<file path="config.mk">
export PLATFORM = sky130hd
export DESIGN_NAME = vga_vram_arbiter
export DESIGN_NICKNAME = d
export VERILOG_FILES = /design/src/rtl/vga_vram_arbiter.sv
export SDC_FILE = /design/constraint.sdc
export NUM_CORES = 1
export LEC_CHECK = 0
export BUFFER_PORTS_ARGS = -buffer_cell sky130_fd_sc_hd__buf_2
export CELL_PAD_IN_SITES_DETAIL_PLACEMENT = 1
export CELL_PAD_IN_SITES_GLOBAL_PLACEMENT = 2
export CORE_MARGIN = 4
export CORE_UTILIZATION = 34
export CTS_CLUSTER_SIZE = 28
export DETAILED_ROUTE_END_ITERATION = 12
export GPL_ROUTABILITY_DRIVEN = 0
export GPL_TIMING_DRIVEN = 0
export PLACE_DENSITY = 0.9
export SYNTH_ARGS = -nofsm -noshare
export SYNTH_HDL_FRONTEND = slang
export SYNTH_SLANG_ARGS = --single-unit
</file>
<file path="constraint.sdc">
create_clock -name clk -period 6.1 [get_ports clk]
set_input_delay 0.915 -clock clk [delete_from_list [all_inputs] [get_ports clk]]
set_output_delay 0.915 -clock clk [all_outputs]
set_load 0.1 [all_outputs]
</file>
<file path="src/rtl/vga_vram_arbiter.sv">
// vga_vram_arbiter: shares one single-port synchronous VRAM between the
// display tile fetcher (highest priority) and a CPU load/store port.
// Display fetches are derived from the VGA timing counters and run one
// 8-pixel group ahead of use. The CPU takes every other memory slot.
//
// CPU handshake: the requester raises cpu_req with cpu_we/cpu_addr/cpu_wdata
// stable and holds it until cpu_ack. cpu_ack is a one-cycle pulse; read data
// is valid on cpu_rdata while cpu_ack is high and held afterwards. cpu_req is
// ignored during the ack cycle, so the requester drops or renews it then;
// back-to-back CPU accesses therefore take at least 4 cycles each.
module vga_vram_arbiter #(
  parameter logic [15:0] BASE_ADDR      = 16'h0000,
  parameter int          H_ACTIVE_START = 160,
  parameter int          V_ACTIVE       = 480,
  parameter int          TILES_PER_ROW  = 80
) (
  input  logic        clk,
  input  logic        rst,
  input  logic        pix_en,
  input  logic [9:0]  hcount,
  input  logic [9:0]  vcount,
  input  logic        cpu_req,
  input  logic        cpu_we,
  input  logic [15:0] cpu_addr,
  input  logic [15:0] cpu_wdata,
  output logic        cpu_ack,
  output logic [15:0] cpu_rdata,
  output logic [15:0] mem_addr,
  output logic        mem_we,
  output logic [15:0] mem_wdata,
  input  logic [15:0] mem_rdata,
  output logic [15:0] tile_word,
  output logic        tile_valid,
  output logic        underrun,
  output logic [1:0]  o_dbg_state
);

  typedef enum logic [1:0] {
    S_IDLE   = 2'd0,
    S_ACCESS = 2'd1,
    S_WAIT   = 2'd2
  } state_t;

  // Horizontal windows: fetches start one group before the active area and
  // stop one group before its end; loads cover the whole active area.
  localparam logic [9:0]  H_TRIG_FIRST = 10'(H_ACTIVE_START - 8);
  localparam logic [9:0]  H_TRIG_END   = 10'(H_ACTIVE_START + TILES_PER_ROW * 8 - 8);
  localparam logic [9:0]  H_ACT_FIRST  = 10'(H_ACTIVE_START);
  localparam logic [9:0]  H_ACT_END    = 10'(H_ACTIVE_START + TILES_PER_ROW * 8);
  localparam logic [9:0]  V_ACT_END    = 10'(V_ACTIVE);
  localparam logic [15:0] ROW_STEP     = 16'(TILES_PER_ROW);

  state_t      r_state;
  state_t      w_state_next;
  logic        w_sel_disp;
  logic        w_sel_cpu;

  logic        r_disp_pend;
  logic [15:0] r_disp_addr;
  logic [15:0] r_row_off;
  logic [15:0] r_col;
  logic        r_is_disp;
  logic [15:0] r_next_word;
  logic        r_next_ok;

  logic        r_cpu_ack;
  logic [15:0] r_cpu_rdata;
  logic [15:0] r_mem_addr;
  logic        r_mem_we;
  logic [15:0] r_mem_wdata;
  logic [15:0] r_tile_word;
  logic        r_tile_valid;
  logic        r_underrun;

  logic        w_group_edge;
  logic        w_v_active;
  logic        w_trig;
  logic        w_first_group;
  logic        w_in_active;
  logic        w_load;
  logic        w_disp_req;
  logic        w_capture;
  logic [15:0] w_trig_addr;
  logic [15:0] w_disp_sel_addr;

  assign w_group_edge  = pix_en && (hcount[2:0] == 3'd0);
  assign w_v_active    = vcount < V_ACT_END;
  assign w_trig        = w_group_edge && w_v_active &&
                         (hcount >= H_TRIG_FIRST) && (hcount < H_TRIG_END);
  assign w_first_group = hcount == H_TRIG_FIRST;
  assign w_in_active   = w_v_active && (hcount >= H_ACT_FIRST) && (hcount < H_ACT_END);
  assign w_load        = w_group_edge && w_in_active;
  // A trigger arriving in IDLE is served in the same cycle, so it wins a tie
  // against a CPU request that shows up together with it.
  assign w_disp_req    = r_disp_pend || w_trig;
  assign w_capture     = (r_state == S_WAIT) && r_is_disp;
  // First group of a line restarts the column count at zero.
  assign w_trig_addr     = BASE_ADDR + r_row_off + (w_first_group ? 16'd0 : r_col);
  assign w_disp_sel_addr = r_disp_pend ? r_disp_addr : w_trig_addr;

  // FSM state register
  always_ff @(posedge clk) begin
    if (rst) r_state <= S_IDLE;
    else     r_state <= w_state_next;
  end

  // FSM next state and slot selection
  always_comb begin
    w_state_next = r_state;
    w_sel_disp   = 1'b0;
    w_sel_cpu    = 1'b0;
    case (r_state)
      S_IDLE: begin
        if (w_disp_req) begin
          w_sel_disp   = 1'b1;
          w_state_next = S_ACCESS;
        end else if (cpu_req && !r_cpu_ack) begin
          w_sel_cpu    = 1'b1;
          w_state_next = S_ACCESS;
        end
      end
      S_ACCESS: w_state_next = S_WAIT;
      S_WAIT:   w_state_next = S_IDLE;
      default:  w_state_next = S_IDLE;
    endcase
  end

  // Row base steps by one tile row every 8 lines, rewinding at the frame top
  always_ff @(posedge clk) begin
    if (rst) begin
      r_row_off <= 16'd0;
    end else if (pix_en && (hcount == 10'd0)) begin
      if (vcount == 10'd0)            r_row_off <= 16'd0;
      else if (vcount[2:0] == 3'd0)   r_row_off <= r_row_off + ROW_STEP;
    end
  end

  // Column counter and queued display request
  always_ff @(posedge clk) begin
    if (rst) begin
      r_col       <= 16'd0;
      r_disp_pend <= 1'b0;
      r_disp_addr <= 16'd0;
    end else begin
      if (w_trig) begin
        r_col       <= w_first_group ? 16'd1 : r_col + 16'd1;
        r_disp_addr <= w_trig_addr;
      end
      // Keep pending if a new trigger lands while an older one is served.
      if (w_trig && !(w_sel_disp && !r_disp_pend)) r_disp_pend <= 1'b1;
      else if (w_sel_disp)                         r_disp_pend <= 1'b0;
    end
  end

  // Memory port drive and read-data capture
  always_ff @(posedge clk) begin
    if (rst) begin
      r_mem_addr  <= 16'd0;
      r_mem_we    <= 1'b0;
      r_mem_wdata <= 16'd0;
      r_is_disp   <= 1'b0;
      r_cpu_ack   <= 1'b0;
      r_cpu_rdata <= 16'd0;
      r_next_word <= 16'd0;
    end else begin
      r_cpu_ack <= 1'b0;
      if (w_sel_disp) begin
        r_mem_addr <= w_disp_sel_addr;
        r_mem_we   <= 1'b0;
        r_is_disp  <= 1'b1;
      end else if (w_sel_cpu) begin
        r_mem_addr  <= cpu_addr;
        r_mem_we    <= cpu_we;
        r_mem_wdata <= cpu_wdata;
        r_is_disp   <= 1'b0;
      end else begin
        r_mem_we <= 1'b0;
      end
      if (r_state == S_WAIT) begin
        if (r_is_disp) begin
          r_next_word <= mem_rdata;
        end else begin
          r_cpu_rdata <= mem_rdata;
          r_cpu_ack   <= 1'b1;
        end
      end
    end
  end

  // Tile word hand-off to the pixel generator and underrun detection
  always_ff @(posedge clk) begin
    if (rst) begin
      r_tile_word  <= 16'd0;
      r_tile_valid <= 1'b0;
      r_underrun   <= 1'b0;
      r_next_ok    <= 1'b0;
    end else begin
      if (w_load) begin
        r_tile_word  <= r_next_word;
        r_tile_valid <= 1'b1;
        if (!r_next_ok) r_underrun <= 1'b1;
      end else if (pix_en && !w_in_active) begin
        r_tile_valid <= 1'b0;
      end
      if (w_capture)   r_next_ok <= 1'b1;
      else if (w_load) r_next_ok <= 1'b0;
    end
  end

  assign cpu_ack     = r_cpu_ack;
  assign cpu_rdata   = r_cpu_rdata;
  assign mem_addr    = r_mem_addr;
  assign mem_we      = r_mem_we;
  assign mem_wdata   = r_mem_wdata;
  assign tile_word   = r_tile_word;
  assign tile_valid  = r_tile_valid;
  assign underrun    = r_underrun;
  assign o_dbg_state = r_state;

endmodule

</file>
==> impl_table.tex, run 1 <==
\begin{tabular}{lr}
\hline
Metric & Value \\
\hline
\multicolumn{2}{l}{\textbf{Status}} \\
Run status & finished clean \\
\multicolumn{2}{l}{\textbf{STA}} \\
Final Critical Period & 3.92 ns \\
\# setup viols final & 0 \\
Number of endpoints with negative hold slack in the final report & 0 \\
Setup repair after global routing missed its margin & false \\
Final clock period utilization by the worst path & 0.643 \\
Worst Max-Slew Pin Slew & 1.01 ns \\
Final Worst Setup Slack & 2.18 ns \\
Setup TNS & 0 ns \\
Final Slew Violations & 0 \\
Worst Hold Slack & 0.450 ns \\
Worst max-slew margin expressed relative to the limit & 0.316 \\
Achievable frequency & 255 MHz \\
Clock skew after layout & 0.00813 ns \\
\multicolumn{2}{l}{\textbf{Pwr}} \\
Final Total Pwr & 0.00231 W \\
Static leakage & 3.19 nW \\
Internal cell power & 0.00161 W \\
Portion of total power attributed to combinational logic & 0.135 \\
Sequential share of power & 0.392 \\
Total power per unit cell area & 299 nW/um\^{}2 \\
Sw Pwr & 0.000695 W \\
Clock power frac & 0.473 \\
Sw Ratio & 0.301 \\
Largest voltage drop on the vdd net & 0.000192 V \\
\multicolumn{2}{l}{\textbf{Final layout}} \\
Footprint of the multi-input gates & 3220 um\^{}2 \\
Area grow syn2layout & 26.3\% \\
Ratio of cells with drive above 1 in the final layout & 0.235 \\
Count of antenna diodes in the layout & 0 \\
Final Core Density & 0.442 \\
\# fillers & 2,148 \\
Final layout net count & 982 \\
Seq. cell area & 2660 um\^{}2 \\
\multicolumn{2}{l}{\textbf{Critical path}} \\
Class of the most critical setup path & in2reg \\
R2r setup slk & 3.53 ns \\
Endpoint required time on the critical path & 6.43 ns \\
R2R cell count & 8 \\
Data arrival, critical path & 4.25 ns \\
Family of cells with the greatest summed delay on the critical path & simple AND/OR/NAND/NOR gates \\
Critical path fanouts, max & 10 \\
Capture point of the critical path & mem\_addr[15] \\
Cell depth of the worst setup path & 12 \\
Category of the worst setup path launch point & input port \\
Highest cell delay on the worst timing path & 0.59 ns \\
R2R Path Start & r\_col[5] \\
Crit path capture type & register \\
Ordered cell list for the critical path & buf\_2 -> nor4\_4 -> nand3\_1 -> clkbuf\_1 -> and2\_1 -> ha\_1 -> and3\_1 -> a221oi\_1 -> or2\_2 -> a31oi\_1 -> xor2\_1 -> o41ai\_1 \\
Bufs and invs on worst path & 2 \\
CP Launch Point & hcount[5] \\
R2r endpoint & mem\_addr[15] \\
Worst path slowest cell & a221oi\_1 \\
\multicolumn{2}{l}{\textbf{GRT}} \\
Global-route wire length before repair & 31,200 um \\
Largest net degree at the start of global routing & 17 \\
Antenna violations before repair & 0 \\
Global-route usage over all layers & 0.194 \\
Via count of the first global-routing pass & 5,929 \\
Remaining global-route overflow & 0 \\
\multicolumn{2}{l}{\textbf{Logic synthesis}} \\
Post-synth top flop & dfxtp\_1 \\
Share of synthesized area occupied by flip-flops and latches & 0.435 \\
Post-synthesis async set-or-reset flop share & 0 \\
Count of cell types in the netlist & 71 \\
Gate count after technology mapping & 734 \\
Average size of a mapped cell & 8.34 um\^{}2 \\
Top cell type by total area after synthesis & dfxtp\_1 \\
Commonest cells in the synthesized netlist & 149 x nand2\_1, 133 x dfxtp\_1, 77 x a21oi\_1 \\
Top post-synthesis cells by area & dfxtp\_1 43\%, nand2\_1 9.1\%, a21oi\_1 6.3\% \\
Count leader, synth & nand2\_1 \\
Number of flops mapped to enable cells by yosys & 0 \\
Synth Register Bits & 133 \\
Area share of the largest cell type after synthesis & 0.435 \\
Yosys warning total & 0 \\
Net count after synthesis & 821 \\
Post-synthesis instance area & 6120 um\^{}2 \\
\multicolumn{2}{l}{\textbf{Drt}} \\
Initial DRC count & 181 \\
Total via count in the routed design & 5,777 \\
Routed Antenna Nets & 0 \\
Number of vias per cell & 5.10 \\
Wirelength, routed & 19,500 um \\
Drt first pass iters & 5 \\
Drt drc & 0 \\
Average wire length per cell after detail routing & 17.2 um \\
\multicolumn{2}{l}{\textbf{Run}} \\
Max-cap violations & 0 \\
\multicolumn{2}{l}{\textbf{Clock network}} \\
Clock latency of the later-clocked register in the worst-skew pair & 0.42 ns \\
Setup Buffers After CTS & 0 \\
Number of buffers inserted during clock tree synthesis & 17 \\
CTS H-tree lvls & 4 \\
Clock tree from TritonCTS & done \\
\# hold bufs at CTS & 0 \\
Clock-pin slew on the worst setup and hold paths & 0.06 ns \\
Clock Path Buffers & 2 \\
Clock root buffer & clkbuf\_16 \\
Post-cts sizing count & 0 \\
Num Clock Sinks & 133 \\
\multicolumn{2}{l}{\textbf{Worst hold path}} \\
Tightest Hold Check Type & reg2reg \\
\multicolumn{2}{l}{\textbf{Floorplanning}} \\
Initial Utilization & 0.350 \\
Die height & 142 um \\
DIE AREA & 20,200 um\^{}2 \\
Total core area & 17,500 um\^{}2 \\
Number of top-level pins & 143 \\
Row count & 48 \\
Die boundary width & 142 um \\
\multicolumn{2}{l}{\textbf{Place}} \\
Pre-CTS setup slack & 1.73 ns \\
DP Wirelength & 14,700 um \\
Input/output buffers & 142 \\
\hline
\end{tabular}
==> worst register-to-register path, stage by stage (launching register included) <==
cell	delay, ns
dfxtp_1	0.43
and2_1	0.18
ha_1	0.27
a21o_1	0.21
a221oi_1	0.58
or2_2	0.22
a31oi_1	0.08
xor2_1	0.21
o41ai_1	0.29
==> layout make-up <==
type                    count  area share
flip-flops and latches    133       0.344
clock buffers              18      0.0555
repair buffers            142      0.0919
clock inverters            14      0.0241
plain buffers              44      0.0283
well taps                 225      0.0364
multi-input cells         551       0.417
inverters                   6     0.00291
==> cell families (layout without fill, tap and decap cells) <==
kind of cell | Yosys count | count (layout) | share of synthesized area
flops | 133 | 133 | 0.435
fa+ha+maj | 14 | 14 | 0.0286
mux | 21 | 21 | 0.0343
xor+xnor | 33 | 33 | 0.0472
simple gates | 325 | 325 | 0.252
compound gates | 157 | 157 | 0.163
buf+inv | 50 | 224 | 0.0394
other cells | 1 | 1 | 0.000612
==> power by group through the flow <==
stage	registers [W]	logic [W]	clock network, W
after detailed placement	0.000923	0.000313	0
after floorplan	0.00107	0.0000794	0
final	0.000904	0.000312	0.00109
after CTS	0.000904	0.000314	0.00111
after global routing	0.000906	0.000330	0.00115
after global placement	0.000923	0.000312	0
==> state kept, by name, indices dropped and copies added, names as in the netlist, 2 cells and up <==
name / cells
mem_addr: 16
r_col: 16
mem_wdata: 16
r_next_word: 16
o_dbg_state: 2
cpu_rdata: 16
r_row_off: 12
r_disp_addr: 16
tile_word: 16
==> routing by layer <==
metal	global-route usage	part of all wire	vias to the layer above
met4	0.0540	0.017	0
met2	0.323	0.48	128
met1	0.251	0.45	2758
met5	0	0	-
li1	-	-	2869
met3	0.0470	0.059	22
==> worst min-delay path by stage <==
stage                          from              end  slack [ns]  cells past startpoint
floorplan           r_disp_addr[10]  r_disp_addr[10]        0.43                      2
global placement       mem_wdata[3]     mem_wdata[3]        0.44                      2
detailed placement     cpu_rdata[5]     cpu_rdata[5]        0.45                      2
CTS                    cpu_rdata[1]     cpu_rdata[1]        0.46                      2
global route           mem_wdata[0]     mem_wdata[0]        0.47                      2
finish                 cpu_rdata[1]     cpu_rdata[1]        0.45                      2
==> per-stage QoR <==
stage,cell area (um^2),cells
after floorplan,6120,734
after global placement,7120,1101
after detailed placement,7120,1101
after CTS,7730,1133
after global routing,7730,1133
final,7730,1133
==> cells in the final DEF, fill, tap and decap left out, types with 4 or more instances in the layout <==
cell type	netlist	layout
a211oi_1	9	9
a21o_1	4	4
a21oi_1	77	77
a311oi_1	5	5
and2_1	13	13
and3_1	10	10
buf_1	6	6
buf_2	7	149
buf_4	4	4
buf_6	4	4
clkbuf_1	23	24
clkbuf_16	0	17
dfxtp_1	133	133
ha_1	14	14
inv_1	6	6
inv_6	0	8
mux2i_1	21	21
nand2_1	149	149
nand3_1	12	12
nand4_1	10	10
nor2_1	75	75
nor3_1	11	11
nor4_1	6	6
o21ai_0	25	25
or3_1	7	7
xnor2_1	10	10
xor2_1	23	23
Note: power is estimated with default switching activity, not from simulation.
==> inputs of run 2 (changes only) <==
CORE_UTILIZATION = 31   (was 34)
PLACE_DENSITY = 0.83   (was 0.9)
clock period = 3.94 ns   (was 6.1 ns; I/O delays follow)
==> impl_table.tex, run 2 (synthesized netlist as in run 1, its figures left out) <==
\begin{tabular}{lr}
\hline
Metric & Value \\
\hline
\multicolumn{2}{l}{\textbf{Status}} \\
Run status & finished clean \\
\multicolumn{2}{l}{\textbf{Floorplanning}} \\
Die boundary width & 149 um (+4.5\%) \\
Total core area & 19,500 um\^{}2 (+11\%) \\
Row count & 51 (+6.3\%) \\
Die height & 149 um (+4.5\%) \\
DIE AREA & 22,100 um\^{}2 (+9.1\%) \\
Initial Utilization & 0.315 (-0.0358) \\
Number of top-level pins & 143 (unchanged) \\
\multicolumn{2}{l}{\textbf{Clock network}} \\
Clock-pin slew on the worst setup and hold paths & 0.06 ns (about the same) \\
Clock latency of the later-clocked register in the worst-skew pair & 0.43 ns (about the same) \\
Clock Path Buffers & 2 (unchanged) \\
Clock tree from TritonCTS & done \\
CTS H-tree lvls & 4 (unchanged) \\
Num Clock Sinks & 133 (unchanged) \\
Number of buffers inserted during clock tree synthesis & 17 (unchanged) \\
Clock root buffer & clkbuf\_16 \\
Setup Buffers After CTS & 0 (unchanged) \\
\multicolumn{2}{l}{\textbf{Final layout}} \\
Final layout net count & 982 (unchanged) \\
Highest-count cells in the layout ignoring fill and taps & 149 x buf\_2, 149 x nand2\_1, 133 x dfxtp\_1, 77 x a21oi\_1, 75 x nor2\_1 \\
Final Core Density & 0.397 (-0.0451) \\
Ratio of cells with drive above 1 in the final layout & 0.237 (+0.00220) \\
Count of antenna diodes in the layout & 0 (unchanged) \\
Area grow syn2layout & 26.3\% (unchanged) \\
Final design area excluding fillers & 7730 um\^{}2 (unchanged) \\
\multicolumn{2}{l}{\textbf{Critical path}} \\
Endpoint required time on the critical path & 4.27 ns (-2.16 ns) \\
Worst path slowest cell & or4b\_1 \\
CP Launch Point & hcount[5] \\
Category of the worst setup path launch point & input port \\
R2r setup slk & 1.48 ns (-2.05 ns) \\
Crit path capture type & register \\
R2r endpoint & mem\_addr[11] \\
R2R cell count & 8 (unchanged) \\
R2R Path Start & r\_col[6] \\
Bufs and invs on worst path & 2 (unchanged) \\
Critical path fanouts, max & 10 (unchanged) \\
Class of the most critical setup path & in2reg \\
Ordered cell list for the critical path & buf\_2 -> nor4\_4 -> nand3\_1 -> clkbuf\_1 -> and2\_1 -> ha\_1 -> and3\_1 -> a221oi\_2 -> or4b\_1 -> nand4\_1 -> mux2i\_1 -> a2111oi\_2 \\
Highest cell delay on the worst timing path & 0.51 ns (-0.08 ns) \\
Family of cells with the greatest summed delay on the critical path & simple AND/OR/NAND/NOR gates \\
Data arrival, critical path & 3.84 ns (-0.41 ns) \\
\multicolumn{2}{l}{\textbf{Drt}} \\
Number of vias per cell & 4.92 (-3.5\%) \\
Initial DRC count & 227 (+25\%) \\
Top layer reached by signal wires & met5 \\
Total via count in the routed design & 5,769 (-0.14\%) \\
Wirelength, routed & 20,000 um (+2.2\%) \\
Met3 Routed Length & 990 um (-14\%) \\
Met1 Routed Length & 9270 um (+6.4\%) \\
Average wire length per cell after detail routing & 17.0 um (-1.3\%) \\
Routed Antenna Nets & 0 (unchanged) \\
Routed length on met2 & 9480 um (+1.5\%) \\
Drt first pass iters & 4 (-1) \\
Drt drc & 0 (unchanged) \\
\multicolumn{2}{l}{\textbf{Pwr}} \\
Largest voltage drop on the vdd net & 0.000327 V (+70\%) \\
Static leakage & 3.16 nW (-0.74\%) \\
Total power per unit cell area & 439 nW/um\^{}2 (+47\%) \\
\multicolumn{2}{l}{\textbf{Worst hold path}} \\
Tightest Hold Check Type & in2reg \\
Hold Path End & tile\_valid \\
Startpoint of the most critical hold path & pix\_en \\
Hold path depth & 2 (unchanged) \\
\multicolumn{2}{l}{\textbf{Place}} \\
Input/output buffers & 142 (unchanged) \\
Pre-CTS setup slack & -0.165 ns (-1.90 ns) \\
Placed inst area & 7170 um\^{}2 (+0.70\%) \\
DP Wirelength & 15,200 um (+3.4\%) \\
\multicolumn{2}{l}{\textbf{STA}} \\
Setup TNS & 0 ns (unchanged) \\
Worst max-slew margin expressed relative to the limit & 0.314 (-0.00281) \\
Number of endpoints with negative hold slack in the final report & 0 (unchanged) \\
\# setup viols final & 0 (unchanged) \\
Final Slew Violations & 0 (unchanged) \\
Clock skew after layout & 0.00780 ns (-0.000327 ns) \\
Final Worst Setup Slack & 0.423 ns (-1.75 ns) \\
Final clock period utilization by the worst path & 0.893 \\
Setup repair after global routing missed its margin & false \\
Final Critical Period & 3.52 ns \\
Achievable frequency & 284 MHz \\
Worst Max-Slew Pin Slew & 1.02 ns (+0.00416 ns) \\
\multicolumn{2}{l}{\textbf{GRT}} \\
Via count of the first global-routing pass & 5,915 (-0.24\%) \\
Largest net degree at the start of global routing & 17 (unchanged) \\
Global-route wire length before repair & 31,900 um (+2.3\%) \\
Global-route usage over all layers & 0.184 (-0.00982) \\
Remaining global-route overflow & 0 (unchanged) \\
Antenna violations before repair & 1 (+1) \\
\multicolumn{2}{l}{\textbf{Run}} \\
Max-cap violations & 0 (unchanged) \\
\hline
\end{tabular}
run 2: stage by stage:
step	power (W)	std cells	hold slack [ns]
after floorplan	0.00178	734	0.431
after global placement	0.00191	1141	0.440
after detailed placement	0.00192	1141	0.446
after CTS	0.00344	1173	0.364
after global routing	0.00354	1173	0.384
final	0.00340	1173	0.381
run 2: where the power goes:
part	switching (W)	internal, W
Sequential	0.0000209	0.00138
Combinational	0.000380	0.000102
Clock	0.000686	0.000830
run 2: what timing repair did:
action                     4_1_cts  5_1_grt
hold buffers                     0        0
resized for setup                0        1
setup endpoints to repair        0        2
run 2: how the worst max path moves through the flow:
stage | to | slack (ns) | depth (start not counted)
3_3_place_gp | mem_addr[15] | -0.15 | 12
2_1_floorplan | mem_addr[15] | 0.61 | 11
6_report | mem_addr[11] | 0.42 | 12
5_1_grt | mem_addr[11] | 0.15 | 12
4_1_cts | mem_addr[15] | 0.28 | 12
3_5_place_dp | mem_addr[15] | -0.17 | 12
run 2: final cells by class:
cell class | count | area (um^2)
Fill cell | 2420 | 11700
Multi-Input combinational cell | 551 | 3230
Sequential cell | 133 | 2660
Timing Repair Buffer | 142 | 711
Clock buffer | 17 | 425
Tap cell | 265 | 332
Buffer | 44 | 219
Clock inverter | 15 | 134
Inverter | 6 | 22.5
run 2: routing by layer:
layer | vias up | global-route usage
met5 | - | 0
met1 | 2758 | 0.240
met2 | 120 | 0.307
met3 | 18 | 0.0475
li1 | 2871 | -
met4 | 2 | 0.0420
==> inputs of run 3 (changes only) <==
CORE_UTILIZATION = 32   (was 31)
CTS_BUF_LIST = sky130_fd_sc_hd__clkbuf_4   (was default)
PLACE_DENSITY = 0.85   (was 0.83)
==> impl_table.tex, run 3 (synthesized netlist as in run 1, its figures left out) <==
\begin{tabular}{lr}
\hline
Metric & Value \\
\hline
\multicolumn{2}{l}{\textbf{Final layout}} \\
Seq. cell area & 2660 um\^{}2 (unchanged) \\
\# fillers & 2,341 (-3.3\%) \\
Final design area excluding fillers & 7420 um\^{}2 (-4.0\%) \\
Footprint of the multi-input gates & 3220 um\^{}2 (-0.19\%) \\
Area grow syn2layout & 21.2\% \\
Ratio of cells with drive above 1 in the final layout & 0.233 (-0.00415) \\
Final Core Density & 0.396 (-0.00170) \\
Final layout net count & 982 (unchanged) \\
Highest-count cells in the layout ignoring fill and taps & 149 x buf\_2, 149 x nand2\_1, 133 x dfxtp\_1, 77 x a21oi\_1, 75 x nor2\_1 \\
\multicolumn{2}{l}{\textbf{GRT}} \\
Via count of the first global-routing pass & 5,857 (-0.98\%) \\
Antenna violations before repair & 2 (+1) \\
Remaining global-route overflow & 0 (unchanged) \\
Global-route usage over all layers & 0.178 (-0.00571) \\
Global-route wire length before repair & 30,800 um (-3.7\%) \\
Largest net degree at the start of global routing & 17 (unchanged) \\
\multicolumn{2}{l}{\textbf{Clock network}} \\
Clock root buffer & clkbuf\_4 \\
\# hold bufs at CTS & 0 (unchanged) \\
Clock latency of the later-clocked register in the worst-skew pair & 0.56 ns (+0.13 ns) \\
Num Clock Sinks & 133 (unchanged) \\
CTS H-tree lvls & 4 (unchanged) \\
Setup Buffers After CTS & 0 (unchanged) \\
Clock-pin slew on the worst setup and hold paths & 0.13 ns (+0.07 ns) \\
Clock Path Buffers & 2 (unchanged) \\
Post-cts sizing count & 0 (unchanged) \\
Clock tree from TritonCTS & done \\
Number of buffers inserted during clock tree synthesis & 17 (unchanged) \\
\multicolumn{2}{l}{\textbf{Pwr}} \\
Static leakage & 3.04 nW (-3.8\%) \\
Sw Pwr & 0.000932 W (-14\%) \\
Largest voltage drop on the vdd net & 0.000135 V (-59\%) \\
Sw Ratio & 0.327 (+0.00662) \\
Clock power frac & 0.342 (-0.104) \\
Sequential share of power & 0.490 (+0.078) \\
Total power per unit cell area & 384 nW/um\^{}2 (-13\%) \\
Internal cell power & 0.00192 W (-17\%) \\
Portion of total power attributed to combinational logic & 0.168 (+0.026) \\
\multicolumn{2}{l}{\textbf{STA}} \\
Setup repair after global routing missed its margin & false \\
Final Slew Violations & 0 (unchanged) \\
Clock skew after layout & 0.0158 ns (+0.00799 ns) \\
Worst max-slew margin expressed relative to the limit & 0.334 (+0.0205) \\
Number of endpoints with negative hold slack in the final report & 0 (unchanged) \\
Worst Max-Slew Pin Slew & 0.997 ns (-0.0187 ns) \\
Achievable frequency & 276 MHz (-3.0\%) \\
Final clock period utilization by the worst path & 0.920 (+0.0278) \\
\# setup viols final & 0 (unchanged) \\
Final Critical Period & 3.63 ns (+0.109 ns) \\
Worst Hold Slack & 0.239 ns (-0.142 ns) \\
\multicolumn{2}{l}{\textbf{Floorplanning}} \\
Row count & 50 (-2.0\%) \\
DIE AREA & 21,400 um\^{}2 (-3.0\%) \\
Die height & 146 um (-1.5\%) \\
Total core area & 18,800 um\^{}2 (-3.6\%) \\
Initial Utilization & 0.326 (+0.0116) \\
Number of top-level pins & 143 (unchanged) \\
Die boundary width & 146 um (-1.5\%) \\
\multicolumn{2}{l}{\textbf{Critical path}} \\
Endpoint required time on the critical path & 4.39 ns (+0.12 ns) \\
Crit path capture type & register \\
Worst path slowest cell & a221oi\_1 \\
Ordered cell list for the critical path & buf\_2 -> nor4\_4 -> nand3\_1 -> clkbuf\_1 -> and2\_1 -> ha\_1 -> and3\_1 -> a221oi\_1 -> or2\_2 -> a31oi\_1 -> xor2\_1 -> o41ai\_1 \\
Highest cell delay on the worst timing path & 0.68 ns (+0.17 ns) \\
Critical path fanouts, max & 10 (unchanged) \\
Category of the worst setup path launch point & input port \\
R2r setup slk & 1.22 ns (-0.26 ns) \\
Data arrival, critical path & 4.07 ns (+0.23 ns) \\
Class of the most critical setup path & in2reg \\
\multicolumn{2}{l}{\textbf{Drt}} \\
Total via count in the routed design & 5,709 (-1.0\%) \\
Number of vias per cell & 4.99 (+1.6\%) \\
Average wire length per cell after detail routing & 16.7 um (-2.1\%) \\
Drt drc & 0 (unchanged) \\
Initial DRC count & 273 (+20\%) \\
Wirelength, routed & 19,100 um (-4.6\%) \\
Routed Antenna Nets & 0 (unchanged) \\
Drt first pass iters & 4 (unchanged) \\
\multicolumn{2}{l}{\textbf{Place}} \\
Input/output buffers & 142 (unchanged) \\
Placed inst area & 7130 um\^{}2 (-0.54\%) \\
DP Wirelength & 14,700 um (-3.3\%) \\
\multicolumn{2}{l}{\textbf{Run}} \\
Max-cap violations & 0 (unchanged) \\
\multicolumn{2}{l}{\textbf{Worst hold path}} \\
Tightest Hold Check Type & in2reg \\
\multicolumn{2}{l}{\textbf{Status}} \\
Run status & finished clean \\
\hline
\end{tabular}
==> run 3: worst max-delay path: cells and delay by family <==
| kind | cells | cell delay [ns] |
|---|---|---|
| AO/OA/AOI/OAI | 3 | 1.09 |
| XOR/XNOR | 1 | 0.21 |
| adder cells (fa/ha/maj) | 1 | 0.33 |
| buffers and inverters | 2 | 0.41 |
| AND/OR/NAND/NOR | 5 | 1.45 |
==> run 3: metrics by stage <==
stage               instances  setup WS [ns]  power, W  setup TNS (ns)
floorplan                 734          0.612   0.00178               0
global placement         1110         -0.154   0.00191          -0.516
detailed placement       1110         -0.270   0.00191          -0.922
CTS                      1141          0.329   0.00289               0
global route             1143         0.0514   0.00297               0
finish                   1143          0.313   0.00285               0
==> run 3: path summary, 6_finish.rpt <==
kind,from,endpoint,cells after the start
setup / recovery,hcount[5],mem_addr[15],12
hold / removal,pix_en,tile_valid,2
setup reg to reg,r_col[5],mem_addr[15],8
hold reg to reg,cpu_rdata[2],cpu_rdata[2],2
==> run 3: routing by layer <==
metal  wire length (um)  vias to the layer above  track usage
li1                   -                     2870            -
met1               8890                     2687        0.234
met2               8920                      135        0.288
met3                881                       17       0.0388
met4                367                        0       0.0682
met5                  0                        -            0
==> run 3: power groups by stage <==
stage               Combinational [W]  Sequential, W  Clock, W
global placement             0.000481        0.00143         0
global route                 0.000509        0.00140   0.00106
finish                       0.000481        0.00140  0.000976
CTS                          0.000484        0.00140   0.00100
detailed placement           0.000484        0.00143         0
floorplan                    0.000123        0.00166         0
==> run 3: layout make-up <==
cell class / count / share of cell area
Antenna cell: 2 / 0.000674
Buffer: 44 / 0.0295
Clock buffer: 18 / 0.0182
Clock inverter: 13 / 0.0211
Inverter: 6 / 0.00303
Multi-Input combinational cell: 551 / 0.434
Sequential cell: 133 / 0.359
Tap cell: 234 / 0.0394
Timing Repair Buffer: 142 / 0.0957
